==> src/rtl/ex_issue_stage.sv <==
// ID/EX pipeline register with operand forwarding, load-use stall detection
// and bubble insertion; drives the ALU operands and opcode directly.
module ex_issue_stage #(
    parameter  int unsigned DATA_WIDTH = 32,
    parameter  int unsigned REG_ADDR_W = 5,
    localparam int unsigned ALUCTR_W   = 4
) (
    input  logic                  clk,
    input  logic                  rst,
    input  logic                  flush,
    input  logic                  id_valid,
    input  logic [ALUCTR_W-1:0]   id_aluctr,
    input  logic [REG_ADDR_W-1:0] id_rs,
    input  logic [REG_ADDR_W-1:0] id_rt,
    input  logic                  id_rs_used,
    input  logic                  id_rt_used,
    input  logic [DATA_WIDTH-1:0] id_rs_data,
    input  logic [DATA_WIDTH-1:0] id_rt_data,
    input  logic [DATA_WIDTH-1:0] id_imm,
    input  logic                  id_alu1_imm,
    input  logic                  id_alu2_imm,
    input  logic [REG_ADDR_W-1:0] id_dst,
    input  logic                  id_regwrite,
    input  logic                  id_memread,
    input  logic                  id_memwrite,
    input  logic                  exmem_regwrite,
    input  logic [REG_ADDR_W-1:0] exmem_dst,
    input  logic [DATA_WIDTH-1:0] exmem_result,
    input  logic                  memwb_regwrite,
    input  logic [REG_ADDR_W-1:0] memwb_dst,
    input  logic [DATA_WIDTH-1:0] memwb_result,
    output logic                  stall,
    output logic                  ex_valid,
    output logic [ALUCTR_W-1:0]   alu_aluctr,
    output logic [DATA_WIDTH-1:0] alu1,
    output logic [DATA_WIDTH-1:0] alu2,
    output logic [DATA_WIDTH-1:0] ex_store_data,
    output logic [REG_ADDR_W-1:0] ex_dst,
    output logic                  ex_regwrite,
    output logic                  ex_memread,
    output logic                  ex_memwrite
);

    typedef struct packed {
        logic                  valid;
        logic [ALUCTR_W-1:0]   aluctr;
        logic [REG_ADDR_W-1:0] rs;
        logic [REG_ADDR_W-1:0] rt;
        logic                  rs_used;
        logic                  rt_used;
        logic [DATA_WIDTH-1:0] rs_data;
        logic [DATA_WIDTH-1:0] rt_data;
        logic [DATA_WIDTH-1:0] imm;
        logic                  alu1_imm;
        logic                  alu2_imm;
        logic [REG_ADDR_W-1:0] dst;
        logic                  regwrite;
        logic                  memread;
        logic                  memwrite;
    } ex_reg_t;

    ex_reg_t               ex_q;
    ex_reg_t               ex_d;
    logic [DATA_WIDTH-1:0] fwd_rs;
    logic [DATA_WIDTH-1:0] fwd_rt;

    // Load-use hazard: the load in EX produces a register the ID instruction reads
    always_comb begin
        stall = 1'b0;
        if (id_valid && ex_q.valid && ex_q.memread && (ex_q.dst != '0)) begin
            stall = (id_rs_used && (id_rs == ex_q.dst)) ||
                    (id_rt_used && (id_rt == ex_q.dst));
        end
    end

    // Next EX contents: a zeroed bubble on flush or stall, otherwise the ID fields
    always_comb begin
        ex_d = '0;
        if (!flush && !stall) begin
            ex_d.valid    = id_valid;
            ex_d.aluctr   = id_aluctr;
            ex_d.rs       = id_rs;
            ex_d.rt       = id_rt;
            ex_d.rs_used  = id_rs_used;
            ex_d.rt_used  = id_rt_used;
            ex_d.rs_data  = id_rs_data;
            ex_d.rt_data  = id_rt_data;
            ex_d.imm      = id_imm;
            ex_d.alu1_imm = id_alu1_imm;
            ex_d.alu2_imm = id_alu2_imm;
            ex_d.dst      = id_dst;
            ex_d.regwrite = id_regwrite & id_valid;
            ex_d.memread  = id_memread  & id_valid;
            ex_d.memwrite = id_memwrite & id_valid;
        end
    end

    // EX register; reset discards whatever instruction is in flight
    always_ff @(posedge clk) begin
        if (rst) begin
            ex_q <= '0;
        end else begin
            ex_q <= ex_d;
        end
    end

    // Operand forwarding: youngest producer (EX/MEM) wins, r0 never forwarded
    always_comb begin
        fwd_rs = ex_q.rs_data;
        if (ex_q.rs_used && exmem_regwrite && (exmem_dst != '0) && (exmem_dst == ex_q.rs)) begin
            fwd_rs = exmem_result;
        end else if (ex_q.rs_used && memwb_regwrite && (memwb_dst != '0) && (memwb_dst == ex_q.rs)) begin
            fwd_rs = memwb_result;
        end

        fwd_rt = ex_q.rt_data;
        if (ex_q.rt_used && exmem_regwrite && (exmem_dst != '0) && (exmem_dst == ex_q.rt)) begin
            fwd_rt = exmem_result;
        end else if (ex_q.rt_used && memwb_regwrite && (memwb_dst != '0) && (memwb_dst == ex_q.rt)) begin
            fwd_rt = memwb_result;
        end
    end

    // ALU operand muxes and EX-stage outputs
    always_comb begin
        alu1          = ex_q.alu1_imm ? ex_q.imm : fwd_rs;
        alu2          = ex_q.alu2_imm ? ex_q.imm : fwd_rt;
        ex_store_data = fwd_rt;
        ex_valid      = ex_q.valid;
        alu_aluctr    = ex_q.aluctr;
        ex_dst        = ex_q.dst;
        ex_regwrite   = ex_q.regwrite;
        ex_memread    = ex_q.memread;
        ex_memwrite   = ex_q.memwrite;
    end

endmodule

==> config.mk <==
export PLATFORM = sky130hd
export DESIGN_NAME = ex_issue_stage
export DESIGN_NICKNAME = d
export VERILOG_FILES = /design/src/rtl/ex_issue_stage.sv
export SDC_FILE = /design/constraint.sdc
export NUM_CORES = 1
export LEC_CHECK = 0
export CAP_MARGIN = 20
export CORE_ASPECT_RATIO = 0.6
export CORE_MARGIN = 2
export CORE_UTILIZATION = 37
export CTS_CLUSTER_SIZE = 8
export DETAILED_ROUTE_END_ITERATION = 8
export PLACE_DENSITY_LB_ADDON = 0.2
export SLEW_MARGIN = 20
export SYNTH_ARGS = -nofsm -noshare
export SYNTH_HDL_FRONTEND = slang
export SYNTH_SLANG_ARGS = --single-unit
==> constraint.sdc <==
create_clock -name clk -period 2.6 [get_ports clk]
set_input_delay 0.65 -clock clk [delete_from_list [all_inputs] [get_ports clk]]
set_output_delay 0.65 -clock clk [all_outputs]
set_load 0.05 [all_outputs]
# Yosys cells after proc, flatten, opt, wreduce, memory -nomap -nowiden
# Cells that the tools add are included.
[op_classes] n_addsub=0 n_mul=0 div_mod_pow=0 order_cmp=0 eq_ne=6 shifts=0 muxes=7 n_bitwise=4 n_reduce_logical=25
[op_table] cell="32-bit two-way mux" n=6
[op_table] cell="5-bit == test" n=6
[op_table] cell="1-bit logical AND" n=18
[op_table] cell="5-bit nonzero test" n=3
[op_table] cell="1-bit AND" n=3
[op_table] cell="1-bit zero test" n=2
[op_table] cell="2-bit OR reduction" n=1
[op_table] cell="1-bit logical OR" n=1
[op_table] cell="1-bit two-way mux" n=1
[op_table] cell="1-bit inverter" n=1
[totals] reg_bits=123 latch_bits=0 mem_bits_rw=0 rom_bits=0 input_bits=202 output_inout_bits=110 word_cells=57 mem_count=0

# Depth between registers and ports, before layout
# Gate-level depths: netlist of the first run.
[logic_depth] depth_word=8 ltp_mapped=7

# Worst setup path after synthesis of the first run
# No wires, ideal clock.
[synth_path] path_kind="input-to-output" from="input memwb_dst[2]" to="output alu1[10]" t_arrival_ns=3.048 required_time_ns=1.950 setup_slack_ns=-1.098 cell_stages=6 path_cell_list="or4_4 o21ai_4 nor3_4 buf_8 mux2i_1 a222oi_1"
[synth_via] elab_chain_cells=6 elab_cells_between_ends=7 cone_classes="1 x eq/ne; 3 x mux; 3 x reduce/logical"
[synth_rtl] element="start: declaration" line="30" text="input logic [REG_ADDR_W-1:0] memwb_dst,"
[synth_rtl] element="5-bit nonzero test" line="112" text="end else if (ex_q.rs_used && memwb_regwrite && (memwb_dst != '0) && (memwb_dst == ex_q.rs)) begin"
[synth_rtl] element="1-bit logical AND" line="112"
[synth_rtl] element="1-bit logical AND (*)" line="112"
[synth_rtl] element="32-bit two-way mux (*)" line="112"
[synth_rtl] element="32-bit two-way mux (*)" line="110" text="if (ex_q.rs_used && exmem_regwrite && (exmem_dst != '0) && (exmem_dst == ex_q.rs)) begin"
[synth_rtl] element="32-bit two-way mux (*)" line="126" text="alu1 = ex_q.alu1_imm ? ex_q.imm : fwd_rs;"
[synth_rtl] element="end: declaration" line="35" text="output logic [DATA_WIDTH-1:0] alu1,"
# Mark *: on every way between the ends. The rest lies on a longest branch, timed or not.

# Final worst setup path of the first run
[layout_path] from="input exmem_dst[3]" to="output alu2[22]"
[layout_via] elab_chain_cells=5 elab_cells_between_ends=6 cone_classes="1 x eq/ne; 2 x mux; 3 x reduce/logical"
[layout_rtl] element="start: declaration" line="27" text="input logic [REG_ADDR_W-1:0] exmem_dst,"
[layout_rtl] element="5-bit nonzero test" line="117" text="if (ex_q.rt_used && exmem_regwrite && (exmem_dst != '0) && (exmem_dst == ex_q.rt)) begin"
[layout_rtl] element="1-bit logical AND" line="117"
[layout_rtl] element="1-bit logical AND (*)" line="117"
[layout_rtl] element="32-bit two-way mux (*)" line="117"
[layout_rtl] element="32-bit two-way mux (*)" line="127" text="alu2 = ex_q.alu2_imm ? ex_q.imm : fwd_rt;"
[layout_rtl] element="end: declaration" line="36" text="output logic [DATA_WIDTH-1:0] alu2,"
# Marked as above.

==> results of run 1 <==
## per-layer routing
metal,up-vias,global-route usage [%]
met2,352,55.1
met1,3284,38.6
met3,71,11.1
li1,3086,-
met5,-,0
met4,0,14.0
## worst max-delay path: stages
cell and delay (ns):
buf_6 0.10, or4_4 0.54, o21ai_2 0.16, buf_4 0.14, nand4b_4 0.15, buf_6 0.12, buf_12 0.16, buf_16 0.15
nor3_4 0.05, a221oi_4 0.25, buf_6 0.21
## repair_timing
action	4_1_cts	5_1_grt
gates resized for setup	238	42
setup buffers	33	10
pin swaps	70	43
setup endpoints to repair	97	97
gates cloned	24	0
## cells by family after synthesis
kind of cell	after synthesis	synth area share, %
compound gates	101	16.0
buf+inv	123	9.76
mux	64	10.3
simple gates	210	19.9
xor+xnor	30	4.24
flops	123	39.8
## final timing paths
kind                          end  slack (ns)  cells after the start
max                      alu2[22]       -0.76                     11
min          ex_q[117]$_SDFF_PP0_        0.52                      2
max reg2reg   ex_q[33]$_SDFF_PP0_        0.75                      9
min reg2reg  ex_q[114]$_SDFF_PP0_        1.04                      5
## power by group
group	switching, W	total, W	internal (W)
logic	0.000805	0.00157	0.000769
registers	0.0000499	0.00201	0.00196
clock network	0.000896	0.00261	0.00171
## layout make-up
cell class / instances / share of cell area [%]
antenna: 2 / 0.0372
multi-input combinational: 408 / 34.1
timing repair buffer: 440 / 38.8
clock inverter: 10 / 1.21
inverter: 64 / 1.78
tap: 228 / 2.12
clock buffer: 22 / 3.60
sequential: 123 / 18.4
## registers in the layout, indices dropped and copies added, names as in the netlist
signal,cells
alu_aluctr,4
ex_dst,5
ex_memread,1
ex_memwrite,1
ex_q,110
ex_regwrite,1
ex_valid,1
## layout by cell type, fill, tap and decap left out, drive strengths merged, types with 5 or more instances in the layout
cell type      synthesis  routed
a21oi                 33      33
a221oi                32      32
a222oi                32      32
and2                 121     121
buf                   37     233
clkbuf                22      24
clkdlybuf4s50          0     194
dfxtp                123     123
dlymetal6s2s           0       8
inv                   64      64
mux2i                 64      64
nand4                  5       5
nor2                  34      35
nor3                  35      35
xnor2                 24      24
xor2                   6       6
## metrics by stage
stage	std cells	power (W)	hold slack [ns]	setup TNS, ns	cell area (sq um)
floorplan	651	0.00279	0.772	-53.55	7100
global placement	1212	0.00345	1.03	-98.95	11000
detailed placement	1212	0.00347	1.03	-104.47	11000
CTS	1292	0.00617	0.785	-60.65	13300
global route	1295	0.00636	0.509	-68.24	13500
finish	1297	0.00619	0.516	-64.21	13500
==> impl_metrics.json, run 1 <==
{
  "status": "finished with violations",
  "violations": "negative setup slack",
  "cp-start-kind": "input pin",
  "ys_warn_count": 0,
  "gp_congestion": 0.895,
  "synthTopCellsByCount": "dfxtp_1 (123), and2_1 (121), inv_1 (64), mux2i_1 (64), nor2_1 (34)",
  "ys_async_sr_fraction_pct": 0,
  "start_util_pct": 38.0,
  "worstHoldStart": "id_rs[4]",
  "clk_latency_ns": 0.40,
  "coreArea_sq_mm": 0.0163,
  "peakVddDrop_mv": 0.321,
  "routed_wl_mm": 29.6,
  "ios": 312,
  "fmax_mhz": 297,
  "fp-row-count": 36,
  "utilization_pct": 82.5,
  "place_hpwl_mm": 17.3,
  "synth_ff_type": "dfxtp_1",
  "grt_pass1_wl_mm": 43.5,
  "synth_nets": 853,
  "nFillCells": 939,
  "syn_inst": 651,
  "die_h_um": 104,
  "h-tree-depth": 4,
  "drive_gt1_share_pct": 40.8,
  "ant_nets": 0,
  "final.period_utilization_pct": 129,
  "clkSinkCount": 123,
  "required_ns": 1.95,
  "grt_util_all_layers_pct": 33.0,
  "dr.pass1.iters": 9,
  "synthDistinctLibCells": 33,
  "num-nets-final": 1256,
  "yosys.cell_count.top_type": "dfxtp_1",
  "yosysTopAreaCell": "dfxtp_1",
  "drc": 0,
  "tritoncts": "done",
  "synthTopCellsByArea": "dfxtp_1 (40%), and2_1 (12%), mux2i_1 (10%)",
  "dpl_worst_slack_ns": -1.34,
  "grt-ovfl-total": 0,
  "wl_met1_mm": 11.5,
  "post-route-worst-setup-slack_ns": -0.763,
  "finalSetupViolations": 96,
  "yosysSeqAreaShare_pct": 39.8,
  "p_per_area_mw_per_mm2": 460,
  "netlist_area_sq_mm": 0.00619,
  "routed.top_layer": "met4",
  "die_area_sq_mm": 0.0178,
  "slew_violations": 0,
  "drv_cap": 0,
  "synth_edf_count": 0,
  "hold_viol": 0,
  "grt_max_degree": 47,
  "drtIter0Drc": 540,
  "avgSynthCellArea_sq_um": 9.51,
  "route.met3.wl_mm": 2.62,
  "viasPerCell": 5.24,
  "grt_pass1_vias": 7260,
  "route.met2.wl_mm": 14.5,
  "rsz0062_at_grt": "true",
  "seqCellArea_sq_mm": 0.00247,
  "relSlewSlack_pct": 65.5,
  "crit_type": "in -> out",
  "antenna_found_initial": 1,
  "synth_top_area_share_pct": 39.8,
  "endpoint_kind": "primary output",
  "num_vias": 6793,
  "multi_input_area_sq_mm": 0.00458,
  "reg2reg_from": "ex_dst[4]$_SDFF_PP0_",
  "worstPathMaxFanout": 8,
  "synth_seq_cells": 123,
  "area_growth_pct": 117,
  "cts_buffers": 17,
  "finalCriticalPeriod_ns": 3.36,
  "clockBufferDepth": 2,
  "die_w_um": 171,
  "hold_buffers": 0,
  "startpoint": "exmem_dst[3]",
  "clk_pin_slew_worst_paths_ns": 0.06,
  "p_leak_nw": 5.36,
  "wl_per_cell_um": 22.8,
  "arrival_ns": 2.71,
  "root_buffer": "clkbuf_16",
  "tightest_slew_ns": 0.516,
  "min_path_type": "in -> reg",
  "io_buffer_count": 311,
  "clock_skew_ns": 0.00968
}
Note: power is estimated with default switching activity, not from simulation.
==> run 2: changes to the inputs <==
--- a/config.mk
+++ b/config.mk
@@ -11,6 +11,7 @@
 export CORE_UTILIZATION = 37
 export CTS_CLUSTER_SIZE = 8
 export DETAILED_ROUTE_END_ITERATION = 8
+export GPL_TIMING_DRIVEN = 0
 export PLACE_DENSITY_LB_ADDON = 0.2
 export SLEW_MARGIN = 20
 export SYNTH_ARGS = -nofsm -noshare
==> constraint.sdc (replaced) <==
create_clock -name clk -period 2.6 [get_ports clk]
set_input_delay 0.39 -clock clk [delete_from_list [all_inputs] [get_ports clk]]
set_output_delay 0.39 -clock clk [all_outputs]
set_load 0.05 [all_outputs]
==> run 2 against run 1 <==
Compared with the run above: sequential power about the same; critical path type is now reg -> out; clock skew grew 0.0045 ns; die area unchanged; largest power group unchanged; first-iteration DRC count decreased by 2.8%; the flow still finishes with violations (negative setup slack); design area is 12% lower.
==> impl_metrics.json, run 2 (synthesis gave the netlist of run 1 again) <==
{
  "status": "finished with violations",
  "violations": "negative setup slack",
  "finalCriticalPeriod_ns": 2.92,
  "hold_buffers": 0,
  "p_per_area_mw_per_mm2": 492,
  "root_buffer": "clkbuf_16",
  "seqPwrFrac_pct": 34.6,
  "min_path_cells": 2,
  "relSlewSlack_pct": 58.1,
  "tightest_slew_ns": 0.629,
  "tritoncts": "done",
  "start_util_pct": 38.0,
  "fmax_mhz": 342,
  "placedCellCount": 1190,
  "layout.cells.non_filler": 1249,
  "clock_power_share_pct": 40.5,
  "drc": 0,
  "peakVddDrop_mv": 0.449,
  "crit_type": "reg -> out",
  "p_switching_w": 0.00181,
  "num_vias": 6320,
  "min_path_type": "in -> reg",
  "worstPathMaxFanout": 10,
  "clkSinkCount": 123,
  "slew_violations": 0,
  "gp_congestion": 0.895,
  "coreArea_sq_mm": 0.0163,
  "drv_cap": 0,
  "ios": 312,
  "grt_pass1_vias": 6510,
  "grt_pass1_wl_mm": 37.3,
  "dr.pass1.iters": 8,
  "arrival_ns": 2.53,
  "clock_skew_ns": 0.0142,
  "antenna_found_initial": 0,
  "fp-row-count": 36,
  "routed_wl_mm": 25.5,
  "internal_power_w": 0.00399,
  "worstHoldStart": "id_imm[5]",
  "drtIter0Drc": 525,
  "die_h_um": 104,
  "cts_buffers": 17,
  "h-tree-depth": 4,
  "largest_register": "ex_q",
  "rr_worst_depth": 7,
  "clk_latency_ns": 0.42,
  "wl_per_cell_um": 20.4,
  "final_cell_mix": "clkdlybuf4s50_1 (203), and2_1 (121), dfxtp_1 (115)",
  "die_w_um": 171,
  "grt-ovfl-total": 0,
  "required_ns": 2.21,
  "startpoint": "ex_q[115]$_SDFF_PP0_",
  "swShare_pct": 31.2,
  "reg2reg_from": "ex_dst[3]$_SDFF_PP0_",
  "cp-start-kind": "register",
  "p_total_w": 0.00579,
  "final.period_utilization_pct": 112,
  "nFillCells": 1245,
  "largest_reg_flops": 110,
  "grt_max_degree": 17,
  "die_area_sq_mm": 0.0178,
  "area_growth_pct": 90.2,
  "endpoint_kind": "primary output",
  "hold_viol": 0,
  "io_buffer_count": 311,
  "viasPerCell": 5.06,
  "num-nets-final": 1209,
  "post-route-worst-setup-slack_ns": -0.325,
  "finalSetupViolations": 88,
  "rsz0062_at_grt": "true",
  "combPwrFrac_pct": 25.0,
  "drive_gt1_share_pct": 34.0,
  "mostFrequentLayoutCell": "clkdlybuf4s50_1",
  "grt_util_all_layers_pct": 27.9,
  "place_hpwl_mm": 17.7,
  "ant_nets": 0,
  "clk_pin_slew_worst_paths_ns": 0.07,
  "clockBufferDepth": 2,
  "p_leak_nw": 4.65
}
==> run 2: changes by cell type in the layout (fill, tap and decap cells not counted), moves of 16 or more <==
cell / delta
buf_6: +22
a21oi_2: +31
buf_4: -35
buf_12: -35
a21oi_4: -31
nor2_4: -16
==> run 2: area by class of cell <==
cell class                 instances  area, sq um  area share (%)
timing repair buffer             341         3590            30.5
inverter                          64          240            2.04
multi-input combinational        405         4140            35.2
antenna                            1         2.50          0.0212
tap                              228          285            2.42
clock inverter                    15          150            1.27
clock buffer                      17          425            3.61
sequential                       123         2470            21.0
buffer                            55          469            3.98
==> run 2: per-stage QoR <==
stage          area (sq um)  setup slack, ns  hold slack (ns)  util [%]  setup TNS [ns]
2_1_floorplan          6680           -0.547            0.512         -          -17.23
3_3_place_gp          10100            -1.23            0.955      61.8         -124.15
3_5_place_dp          10100            -1.28            0.958      61.8         -128.87
4_1_cts               11200           -0.337            0.508      68.8          -20.10
5_1_grt               11800           -0.406            0.517      72.2          -21.31
6_report              11800           -0.325            0.517      72.2          -14.03
==> run 2: what timing repair did <==
item,in CTS,in global routing
setup endpoints to repair,97,109
setup buffers,6,19
cloned,7,1
gates resized for setup,720,194
pin swaps,33,67
==> run 2: worst paths after layout <==
kind / endpoint / slack [ns]
hold / removal: ex_q[15]$_SDFF_PP0_ / 0.52
setup / recovery: alu1[23] / -0.32
setup reg to reg: ex_q[42]$_SDFF_PP0_ / 0.29
hold reg to reg: ex_q[109]$_SDFF_PP0_ / 1.26
==> run 2: layer usage <==
metal | share of wire (%) | vias to the layer above | track usage, %
met5 | 0 | - | 0
met4 | 1.9 | 0 | 8.17
met3 | 9.4 | 35 | 8.98
met2 | 46 | 313 | 44.4
met1 | 43 | 2996 | 36.1
li1 | - | 2976 | -
==> run 2: power groups by stage <==
| stage | clock (W) | combinational (W) | sequential [W] |
|---|---|---|---|
| after floorplan | 0 | 0.000723 | 0.00203 |
| after global placement | 0 | 0.00134 | 0.00203 |
| after detailed placement | 0 | 0.00134 | 0.00203 |
| after CTS | 0.00237 | 0.00139 | 0.00199 |
| after global routing | 0.00247 | 0.00151 | 0.00201 |
| final | 0.00234 | 0.00145 | 0.00200 |
==> run 2: worst max-delay path, cell delays in order (launching register included) <==
cell and delay (ns):
dfxtp_2 0.35, xnor2_2 0.11, nand4_1 0.13, or4_4 0.44, nor2b_4 0.18, buf_6 0.19, a222oi_1 0.41, buf_4 0.28
==> run 3: changes to the inputs <==
--- a/config.mk
+++ b/config.mk
@@ -9,6 +9,7 @@
 export CORE_ASPECT_RATIO = 0.6
 export CORE_MARGIN = 2
 export CORE_UTILIZATION = 37
+export CTS_CLUSTER_DIAMETER = 40
 export CTS_CLUSTER_SIZE = 8
 export DETAILED_ROUTE_END_ITERATION = 8
 export GPL_TIMING_DRIVEN = 0
==> results of run 3 <==
Final layout, timing and power as in run 2 (identical DEF).
==> RTL edit 1, RTL diff (config.mk and constraints of run 3) <==
Set the parameter `DATA_WIDTH` to 28 (it was 32).
--- a/src/rtl/ex_issue_stage.sv
+++ b/src/rtl/ex_issue_stage.sv
@@ -3,3 +3,3 @@
 module ex_issue_stage #(
-    parameter  int unsigned DATA_WIDTH = 32,
+    parameter  int unsigned DATA_WIDTH = 28,
     parameter  int unsigned REG_ADDR_W = 5,
Interface: changed (8 resized); port bits go from 312 to 280. No check against the original RTL was run, so the function may have changed too.
==> RTL edit 1 against run 3 <==
- the run still ends with negative setup slack left
- setup slack lost 0.0012 ns
- final area shrank 1.9%
- power fell by 19%
- count of clock-buffer cells in the layout down 8
- utilization grew 7.4 points
- sequential cell count down 12
- critical path type unchanged
- synthesized area fell by 11%
- routed wire length is 4.8% higher
- sequential share of layout area shrank 1.6 points
==> RTL edit 1: results (changes against run 3) <==
status - finished with violations
failing checks - negative setup slack
htree depth - 3 (-1)
Worst Setup Slack, final - -0.326 ns (-0.00118 ns)
slowest CP cell - nor4_2
arrival time at the worst endpoint - 2.54 ns (about the same)
flop2flop setup slack - 0.33 ns (+0.04 ns)
Lkg Pwr - 4.34 nW (-6.6%)
worst hold slack - 0.594 ns (+0.0773 ns)
number of CTS-inserted buffers - 9 (-8)
Seq/Total Area, Yosys - 40.5% (+0.73 points)
Clock power frac - 30.9% (-9.6 points)
global-route wire length before repair - 37.1 mm (-0.59%)
DRC marker count from the first detailed-route iteration - 302 (-42%)
vias post-DR - 6110 (-3.3%)
Place WS - -1.25 ns (+0.0293 ns)
#FFs+latches synth - 111 (-9.8%)
Clock Latency Late Sink - 0.35 ns (-0.07 ns)
reg-to-reg startpoint - ex_dst[4]
r2r endpoint - ex_q[88]
Setup Viol. Count Final - 82 (-6.8%)
pin count of the biggest net entering global routing - 20 (+3)
P_seq - 1.82 mW (-9%)
DRT Pass-1 Iters - 4 (-4)
GPL Wtd Cong - 0.953 (+6.5%)
sw frac - 31.8% (+0.66 points)
Final Net Count - 1116 (-7.7%)
Data buffer area share - 36.5% (+2.1 points)
multi-input gates - 395 (-2.5%)
crit path to - alu2[23]
Post-synth top cells - dfxtp_1, and2_1, a21oi_1
vias in the first global route - 6372 (-2.1%)
peak supply drop - 0.349 mV (-22%)
port bufs - 279 (-10%)
fill cell count - 866 (-30%)
bufs w/o clock - 387 (-2.3%)
FF+latch area - 0.00224 mm^2 (-9.5%)
Final Core Density - 79.6% (+7.4 points)
Syn Area/Cell - 9.35 um^2 (-1.7%)
Clock-cell share - 2.63% (-2.3 points)
largest cells by area after synthesis - dfxtp_1, and2_1, mux2i_1, a221oi_2, a21oi_1
vias per inst - 5.37 (+6.1%)
WL/cell - 23.4 um (+15%)
dpl cell area - 0.00869 mm^2 (-14%)
Detailed Place HPWL - 16.7 mm (-6.0%)
max FFs per register - 98 (-11%)
## RTL edit 1: cell count changes after synthesis, sizes merged, moves of 8 or more
cell    before  now
a21oi       33   58
o22ai        1   29
inv         64   30
and2       121  109
dfxtp      123  111
mux2i       64   56
a222oi      32    0
## RTL edit 1: logic make-up (layout without fill, tap and decap cells)
kind of cell / Yosys count / after routing / share of synthesized area, %
xor+xnor: 29 / 29 / 4.63
mux: 56 / 56 / 10.2
flops: 111 / 111 / 40.5
other cells: 0 / 1 / 0
simple gates: 190 / 191 / 20.0
compound gates: 119 / 119 / 16.4
buf+inv: 82 / 433 / 8.27
## RTL edit 1: routing by layer
metal	vias to the layer above	track usage [%]	share of wire [%]
met1	2989	39.8	43
met2	308	51.5	47
li1	2746	-	-
met3	67	8.16	7.5
met4	0	9.82	3.2
met5	-	0	0
## RTL edit 1: repair_timing
item | CTS | global route
hold buffers | 0 | 0
gates cloned | 13 | 4
gates resized for setup | 837 | 138
setup buffers | 29 | 19
setup endpoints to repair | 85 | 85
pin swaps | 50 | 51
==> RTL edit 2, RTL diff (flow settings as in run 3) <==
Made on the original files. Reset style: asynchronous (`rst`), changed in one clocked block.
--- a/src/rtl/ex_issue_stage.sv
+++ b/src/rtl/ex_issue_stage.sv
@@ -98,3 +98,3 @@
     // EX register; reset discards whatever instruction is in flight
-    always_ff @(posedge clk) begin
+    always_ff @(posedge clk or posedge rst) begin
         if (rst) begin
Formal check against the unedited RTL: differs if rst is asserted again (counterexample within 4 cycles, from zero or initial values and one cycle with rst high); with rst held inactive, the same outputs for 10 cycles.
==> RTL edit 2 against run 3 <==
- the flow still finishes with violations (negative setup slack)
- largest power group unchanged
- setup slack got worse by 0.24 ns
- synthesized area increased by 9.9%
- non-clock buffer count increased by 26
- largest cell class unchanged
- power increased by 11%
- final area increased by 14%
- sequential cell count unchanged
- routed wire length increased by 12%
- critical path type unchanged
- register-to-register slack got worse by 0.04 ns
- sequential share of layout area increased by 1.9 points
==> RTL edit 2: results (changes against run 3) <==
status - finished with violations
failing checks - negative setup slack
dpl cell area - 0.0108 mm^2 (+7.0%)
clock buffer depth - 2 (unchanged)
Reg power frac - 32.1% (-2.5 points)
Setup Viol. Count Final - 96 (+9.1%)
layout cells sized above 1 - 38.2% (+4.1 points)
reg-to-reg startpoint - ex_dst[2]
WL/cell - 22.2 um (+8.9%)
Min-Delay Path Class - primary input to asynchronous set/reset pin
CTS root buffer - clkbuf_16
clk slew on worst S/H paths - 0.06 ns
Most used DFF post-synth - dfrtp_1
worst hold slack - 0.368 ns (-0.148 ns)
Syn Area/Cell - 10.4 um^2 (+9.5%)
htree depth - 4 (unchanged)
Synth Area in Compound Gates - 14.6% (-1.5 points)
Clock Latency Late Sink - 0.42 ns (about the same)
post-synthesis mux area share - 9.42% (-0.93 points)
Clk power - 2.46 mW (+5%)
Seq/Total Area, Yosys - 45.2% (+5.5 points)
r2r endpoint - ex_q[36]
arrival time at the worst endpoint - 2.77 ns (+0.24 ns)
DRC marker count from the first detailed-route iteration - 511 (-2.7%)
vias per inst - 5.15 (+1.9%)
pin count of the biggest net entering global routing - 31 (+14)
final cell count without fillers - 1288 (+3.1%)
TNS Setup - -28.30 ns (-14.27 ns)
Post-Synth XOR/XNOR Area - 3.86% (-0.38 points)
Hold Vio Cnt, Final - 0 (unchanged)
Switch Pwr - 2.12 mW (+18%)
GPL Wtd Cong - 0.877 (-2.0%)
Worst Setup Slack, final - -0.561 ns (-0.236 ns)
Post-synth ARST share - 100% (+100 points)
Lkg Pwr - 5.58 nW (+20%)
Post-Route Skew - 0.00844 ns (-0.00575 ns)
PD cells - 478 mW/mm^2 (-2.8%)
Final Net Count - 1237 (+2.3%)
largest cells by area after synthesis - dfrtp_1, and2_1, mux2i_1, a221oi_2, a222oi_1
Antenna Cells - 0 (-1)
slew margin rel. - 50.2% (-7.9 points)
Post-synth top cells - and2_1, dfrtp_1, inv_1
flop2flop setup slack - 0.25 ns (-0.04 ns)
reg2reg path depth - 7 (unchanged)
Place WS - -1.39 ns (-0.108 ns)
Crit. Startpoint - ex_q[113]
CP Max Fanout - 5 (-5)
peak supply drop - 0.467 mV (+3.9%)
crit path to - alu1[26]
Syn Nets - 855 (+0.23%)
all-layer global routing usage - 28.6% (+0.75 points)
synth unique cells - 32 (-3.0%)
global-route wire length before repair - 41.1 mm (+10%)
Detailed Place HPWL - 19.1 mm (+7.9%)
fill cell count - 1198 (-3.8%)
PnR Total Power - 6.43 mW (+11%)
vias in the first global route - 7000 (+7.5%)
==> RTL edit 2: worst max-delay path, stage by stage, from the launching register on <==
cell	delay (ns)
dfrtp_1	0.42
xor2_1	0.17
or4_4	0.53
nor2b_4	0.17
buf_6	0.14
a222oi_1	0.59
buf_4	0.32
==> RTL edit 2: layout make-up <==
type / instances / share of cell area, %
multi-input cells: 406 / 34.7
repair buffers: 366 / 29.7
flip-flops and latches: 123 / 22.9
plain buffers: 56 / 4.14
clock buffers: 17 / 3.16
well taps: 240 / 2.23
inverters: 65 / 1.84
clock inverters: 15 / 1.31
==> RTL edit 2: per-layer routing <==
layer	track usage, %	part of all wire [%]	vias to the layer above
li1	-	-	3042
met2	47.5	47	316
met1	37.6	42	3241
met4	5.98	1.6	0
met5	0	0	-
met3	7.95	9.4	39
==> RTL edit 2: what timing repair did <==
item                                    4_1_cts  5_1_grt
setup buffers                                30       11
endpoints found under the setup margin       97       97
hold buffers                                  0        0
gates resized for setup                     930       71
cloned                                        9        6
pin swaps                                    78       27
